**config.mk**
```make
export PLATFORM = sky130hd
export DESIGN_NAME = alk_ccode
export DESIGN_NICKNAME = d
export VERILOG_FILES = /design/src/rtl/alk_pkg.sv /design/src/rtl/alk_cla.sv /design/src/rtl/alk_ccode.sv
export SDC_FILE = /design/constraint.sdc
export NUM_CORES = 1
export LEC_CHECK = 0
export ABC_AREA = 1
export ABC_CLOCK_PERIOD_IN_PS = 3020
export BUFFER_PORTS_ARGS = -buffer_cell sky130_fd_sc_hd__buf_2
export CORE_MARGIN = 1.5
export CORE_UTILIZATION = 37
export CTS_BUF_LIST = sky130_fd_sc_hd__clkbuf_16
export CTS_CLUSTER_DIAMETER = 200
export DETAILED_ROUTE_END_ITERATION = 12
export PLACE_DENSITY_LB_ADDON = 0.15
export SYNTH_ARGS = -nofsm -noshare
export SYNTH_HDL_FRONTEND = slang
export SYNTH_SLANG_ARGS = --single-unit
```
**constraint.sdc**
```tcl
create_clock -name clk_h -period 3.02 [get_ports clk_h]
set_input_delay 0.151 -clock clk_h [delete_from_list [all_inputs] [get_ports clk_h]]
set_output_delay 0.151 -clock clk_h [all_outputs]
set_load 0.02 [all_outputs]
```
**src/rtl/alk_pkg.sv**
```systemverilog
// Shared encodings for the carry lookahead / condition-code stage.
package alk_pkg;

  localparam int SLICES = 8;

  // Active data size; any value with bit 1 set selects long.
  typedef enum logic [1:0] {
    DSZ_BYTE = 2'b00,
    DSZ_WORD = 2'b01,
    DSZ_LONG = 2'b10
  } d_size_e;

  // PSL condition-code operation.
  typedef enum logic [2:0] {
    CCOP_HOLD = 3'b000,
    CCOP_ALU  = 3'b001,
    CCOP_NZ   = 3'b010,
    CCOP_WR   = 3'b011,
    CCOP_CLR  = 3'b100
  } cc_op_e;

  // Carry-in source for slice 0.
  typedef enum logic [1:0] {
    CIN_ZERO  = 2'b00,
    CIN_ONE   = 2'b01,
    CIN_LAT   = 2'b10,
    CIN_NLAT  = 2'b11
  } cin_sel_e;

  // Bit positions inside an {N,Z,V,C} nibble.
  localparam int CC_N = 3;
  localparam int CC_Z = 2;
  localparam int CC_V = 1;
  localparam int CC_C = 0;

endpackage

```
**src/rtl/alk_cla.sv**
```systemverilog
// Combinational 8-slice carry lookahead. Slice terms arrive active-low;
// the chain is evaluated active-high and returned as active-low carry-in.
module alk_cla
  import alk_pkg::*;
(
  input  logic [SLICES-1:0] p_l,
  input  logic [SLICES-1:0] g_l,
  input  logic              cin,
  output logic [SLICES-1:0] aluc_l,
  output logic [SLICES:0]   c
);

  logic [SLICES-1:0] p;
  logic [SLICES-1:0] g;

  assign p = ~p_l;
  assign g = ~g_l;

  // Carry chain: c[i+1] = g[i] | p[i] & c[i]
  always_comb begin
    c[0] = cin;
    for (int i = 0; i < SLICES; i++) begin
      c[i+1] = g[i] | (p[i] & c[i]);
    end
  end

  assign aluc_l = ~c[SLICES-1:0];

endmodule

```
**src/rtl/alk_ccode.sv**
```systemverilog
// Carry lookahead and condition-code stage behind the ALP bitslice array.
// Optional step counter is built only when ALK_STEP_COUNTER_EN is defined;
// otherwise cnt_zero_h is tied high and the counter inputs are ignored.
module alk_ccode
  import alk_pkg::*;
#(
  parameter int CNT_W = 5
) (
  input  logic             clk_h,
  input  logic             rst_h,
  input  logic [7:0]       p_l,
  input  logic [7:0]       g_l,
  output logic [7:0]       aluc_l,
  input  logic [1:0]       cin_sel_h,
  input  logic             sub_h,
  input  logic [1:0]       d_size_h,
  input  logic [3:0]       wmuxz_h,
  input  logic [3:0]       aluv_h,
  input  logic [3:0]       sign_h,
  input  logic [3:0]       psl_wr_h,
  input  logic [2:0]       cc_op_h,
  input  logic             ucc_ld_h,
  input  logic             cy_ld_h,
  input  logic             cnt_ld_h,
  input  logic [CNT_W-1:0] cnt_val_h,
  input  logic             cnt_dec_h,
  output logic [3:0]       alu_nzvc_h,
  output logic [3:0]       psl_cc_h,
  output logic [3:0]       ucc_h,
  output logic             c_lat_h,
  output logic             cnt_zero_h
);

  logic       cin;
  logic [8:0] c;
  logic       cout;
  logic       flag_n, flag_z, flag_v, flag_c;
  logic [3:0] psl_q, psl_d;
  logic [3:0] ucc_q, ucc_d;
  logic       c_lat_q, c_lat_d;

  // Carry-in source select
  always_comb begin
    cin = 1'b0;
    case (cin_sel_e'(cin_sel_h))
      CIN_ZERO: cin = 1'b0;
      CIN_ONE:  cin = 1'b1;
      CIN_LAT:  cin = c_lat_q;
      CIN_NLAT: cin = ~c_lat_q;
      default:  cin = 1'b0;
    endcase
  end

  alk_cla u_cla (
    .p_l    (p_l),
    .g_l    (g_l),
    .cin    (cin),
    .aluc_l (aluc_l),
    .c      (c)
  );

  // Intermediate carries are consumed only through aluc_l.
  logic unused_c;
  assign unused_c = ^{c[7:5], c[3], c[1:0]};

  // Size-dependent flag selection
  always_comb begin
    if (d_size_h[1]) begin
      cout   = c[8];
      flag_n = sign_h[3];
      flag_z = &wmuxz_h;
      flag_v = aluv_h[3];
    end else if (d_size_h[0]) begin
      cout   = c[4];
      flag_n = sign_h[1];
      flag_z = &wmuxz_h[1:0];
      flag_v = aluv_h[1];
    end else begin
      cout   = c[2];
      flag_n = sign_h[0];
      flag_z = wmuxz_h[0];
      flag_v = aluv_h[0];
    end
    flag_c = cout ^ sub_h;
  end

  assign alu_nzvc_h = {flag_n, flag_z, flag_v, flag_c};

  // PSL / microcode CC / multi-precision carry next-state
  always_comb begin
    psl_d = psl_q;
    case (cc_op_e'(cc_op_h))
      CCOP_HOLD: psl_d = psl_q;
      CCOP_ALU:  psl_d = alu_nzvc_h;
      CCOP_NZ:   psl_d = {flag_n, flag_z, 1'b0, psl_q[CC_C]};
      CCOP_WR:   psl_d = psl_wr_h;
      CCOP_CLR:  psl_d = 4'b0000;
      default:   psl_d = psl_q;
    endcase
    ucc_d   = ucc_ld_h ? alu_nzvc_h : ucc_q;
    c_lat_d = cy_ld_h ? flag_c : c_lat_q;
  end

  // Condition-code registers
  always_ff @(posedge clk_h) begin
    if (rst_h) begin
      psl_q   <= 4'b0000;
      ucc_q   <= 4'b0000;
      c_lat_q <= 1'b0;
    end else begin
      psl_q   <= psl_d;
      ucc_q   <= ucc_d;
      c_lat_q <= c_lat_d;
    end
  end

  assign psl_cc_h = psl_q;
  assign ucc_h    = ucc_q;
  assign c_lat_h  = c_lat_q;

`ifdef ALK_STEP_COUNTER_EN
  logic [CNT_W-1:0] cnt_q, cnt_d;

  // Step counter next-state: load wins, decrement saturates at zero
  always_comb begin
    cnt_d = cnt_q;
    if (cnt_ld_h) begin
      cnt_d = cnt_val_h;
    end else if (cnt_dec_h && (cnt_q != '0)) begin
      cnt_d = cnt_q - 1'b1;
    end
  end

  // Step counter register
  always_ff @(posedge clk_h) begin
    if (rst_h) begin
      cnt_q <= '0;
    end else begin
      cnt_q <= cnt_d;
    end
  end

  assign cnt_zero_h = (cnt_q == '0);
`else
  logic unused_cnt;
  assign unused_cnt = ^{cnt_ld_h, cnt_dec_h, cnt_val_h};
  assign cnt_zero_h = 1'b1;
`endif

endmodule

```
==> impl_metrics.csv <==
group,metric,value,unit
power,ir_drop,393.8,µV
layout,final_common_cell,"buf_2",
sta,period_needed,2.236,ns
layout,fillers,197,
layout,layout_common_cells,"buf_2 (62), nand2_1 (37), inv_1 (25), nor2_1 (11), dfxtp_1 (9)",
route,viasPerCell,4.305,
die,die_area,2211,µm²
synthesis,synth_xor_area_frac,0,
power,combinationalPowerShare,0.282,
clock_network,tritoncts,"done",
power,p_sw_frac,0.2865,
layout,diodes,0,
synthesis,seq_area_frac_synth,0.2513,
grt,grt_max_degree,8,
die,die_w,47.02,µm
worst_setup_path,crit_slowest_cell,"dfxtp_1",
synthesis,muxShareOfSynthArea,0,
clock_network,cts_resized,0,
clock_network,cts.path.max_buffers,2,
placement,portBuffers,62,
die,pin_count,73,
worst_setup_path,criticalPathCategory,"reg -> out",
synthesis,synthAdderAreaFrac,0,
power,power.share.clock,0.451,
power,p_int,0.3583,mW
job,cap_violations,0,
route,drtIter0Drc,13,
route,wl_per_cell,8.028,µm
synthesis,synth-simple-area-share,0.3595,
grt,grtUsageTotal,0.1642,
synthesis,synthCells,127,
power,finalPower,0.5022,mW
worst_setup_path,r2r-end,"ucc_h[0]",
synthesis,syn-num-nets,178,
die,die_height,47.02,µm
clock_network,h-tree-depth,1,
layout,drive_above_1_share,0.4255,
synthesis,synth_area_leaders,"dfxtp_1 (25%), nand2_1 (19%), inv_1 (13%)",
synthesis,synth_area_leader_cell,"dfxtp_1",
worst_setup_path,worst_ep_arrival_time,2.08,ns
clock_network,worstSkewPairLatency,0.23,ns
clock_network,cts.hold.buffers_added,0,
synthesis,ys_warn_count,0,
worst_setup_path,reg2reg_from,"c_lat_h",
worst_setup_path,r2r_setup_slack,1.11,ns
worst_setup_path,setup.worst_path.start_class,"flop",
sta,relSlewSlack,0.6699,
clock_network,clk_pin_slew,0.04,ns
synthesis,ys_ff_latch,9,
run_status,status,"complete, no violations",
sta,timing.fmax,0.4473,GHz
route,postRouteAntennaNets,0,
clock_network,cts_buffers,3,
sta,hold_viol,0,
route,via_count,917,
sta,rsz0062_at_grt,"no",
layout,nNetsFinal,240,
synthesis,ys_types,19,
die,placementRows,15,
worst_setup_path,path_max_fanout,4,
layout,final_area,1100,µm²
die,core_area,1764,µm²
placement,pre_cts_ws,0.9945,ns
sta,finalSetupViolCount,0,
clock_network,clock-root-buffer,"clkbuf_16",
min_path,min_from,"ucc_ld_h",
worst_setup_path,crit_family,"simple AND/OR/NAND/NOR gates",
synthesis,synth_area,716.9,µm²
layout,finish.utilization,0.6234,
synthesis,synth_top_family_by_area,"simple AND/OR/NAND/NOR gates",
route,drc,0,
clock_network,cts_setup_buffers,0,
worst_setup_path,critPathBufInv,1,
sta,fin_ws,0.7841,ns
power,leakagePower,0.7438,nW
min_path,hold_path_depth,2,
synthesis,syn_area_per_cell,5.645,µm²
grt,grt_pass1_vias,704,
worst_setup_path,max_stage_delay,0.35,ns
min_path,hold_end,"ucc_h[3]",
worst_setup_path,cp_cell_sequence,"nand3_1 > nand2_1 > nand2_1 > nand2_1 > nand2_1 > nand2_1 > nand2_1 > nand2_1 > nand2_1 > nand2_1 > nand2_1 > nand2_1 > nand2_1 > nand2_1 > nand2_1 > nand2_1 > nand2_1 > nand2_2 > nand3_1 > nand2_2 > buf_2",
synthesis,synth_compound_area_frac,0.1640,
synthesis,yosys.area.top_type_share,0.2513,
route,drt_first_pass_iters,4,
die,start_util,0.4064,
min_path,hp-class,"in -> reg",
clock_network,numClockSinks,9,
worst_setup_path,endpoint_kind,"primary output",
power,p_sw,0.1439,mW
sta,slew_violations,0,
sta,skew,0.0001095,ns
worst_setup_path,rr_worst_depth,23,
grt,grt-ovfl-total,0,
power,powerDensity,456.6,nW/µm²
placement,placed_area,1021,µm²
grt,grt_pass1_wl,2566,µm
layout,syn_to_final_growth,53.40,%
route,wl,1710,µm
worst_setup_path,required,2.87,ns
grt,antenna_found_initial,0,
sta,finalCritPeriodShare,0.7404,
sta,finalSetupTns,0,ns
power,pwr-share-seq,0.266,
worst_setup_path,crit_top_cell,"nand2_1",
placement,place_hpwl,1485,µm
placement,place.gp.congestion,0.7480,
sta,worst_slew_pin_slew,0.4914,ns
synthesized netlist by cell type:
cell type	n
a31oi_1	3
conb_1	1
nand2_2	4
a221oi_1	1
or2_1	1
nand2_1	37
inv_1	24
nor2_1	11
buf_4	5
a21oi_1	3
nand3_1	6
o21ai_1	2
inv_2	8
nor2_2	1
a22oi_4	1
o21ai_0	7
nor3_1	2
dfxtp_1	9
o21ai_2	1
how the worst max path moves through the flow:
stage          slack [ns]       endpoint  cells after the start  startpoint
3_5_place_dp         0.99  alu_nzvc_h[0]                     21     c_lat_h
6_report             0.78  alu_nzvc_h[0]                     21     c_lat_h
4_1_cts              0.75  alu_nzvc_h[0]                     21     c_lat_h
5_1_grt              0.44  alu_nzvc_h[0]                     21     c_lat_h
2_1_floorplan        1.05  alu_nzvc_h[0]                     22     c_lat_h
3_3_place_gp         1.06  alu_nzvc_h[0]                     21     c_lat_h
area by class of cell:
type	count	area [µm²]	area share
clock inverters	1	3.754	0.003413
inverters	32	120.1	0.1092
multi-input cells	81	379.1	0.3447
repair buffers	62	310.3	0.2821
flip-flops and latches	9	180.2	0.1638
clock buffers	3	75.07	0.06826
well taps	25	31.28	0.02844
kinds of logic after synthesis:
| logic type | Yosys count |
|---|---|
| buffers and inverters | 37 |
| AND/OR/NAND/NOR | 62 |
| AO/OA/AOI/OAI | 18 |
| flip-flops | 9 |
| other | 1 |
sequential cells by signal (all words and copies together) (netlist names):
| signal | count |
|---|---|
| psl_cc_h | 4 |
| ucc_h | 4 |
| c_lat_h | 1 |
per-layer routing:
metal	up-vias	track usage	part of all wire
met1	382	0.1751	0.42
met2	35	0.2932	0.50
met3	0	0.07308	0.076
met4	0	0.04444	0
li1	500	-	-
met5	-	0	0
stage by stage:
step	cells	hold WS [ns]
final	213	0.1729
after global routing	213	0.1853
after CTS	213	0.1715
after detailed placement	209	0.4138
after global placement	209	0.4012
after floorplan	127	0.2445
power by group through the flow:
stage / clock network, mW / logic [mW] / registers, mW
finish: 0.227 / 0.142 / 0.134
global route: 0.239 / 0.159 / 0.134
CTS: 0.231 / 0.143 / 0.134
detailed placement: 0 / 0.143 / 0.136
global placement: 0 / 0.140 / 0.135
floorplan: 0 / 0.0797 / 0.148
Power figures use the tool's default switching activity.
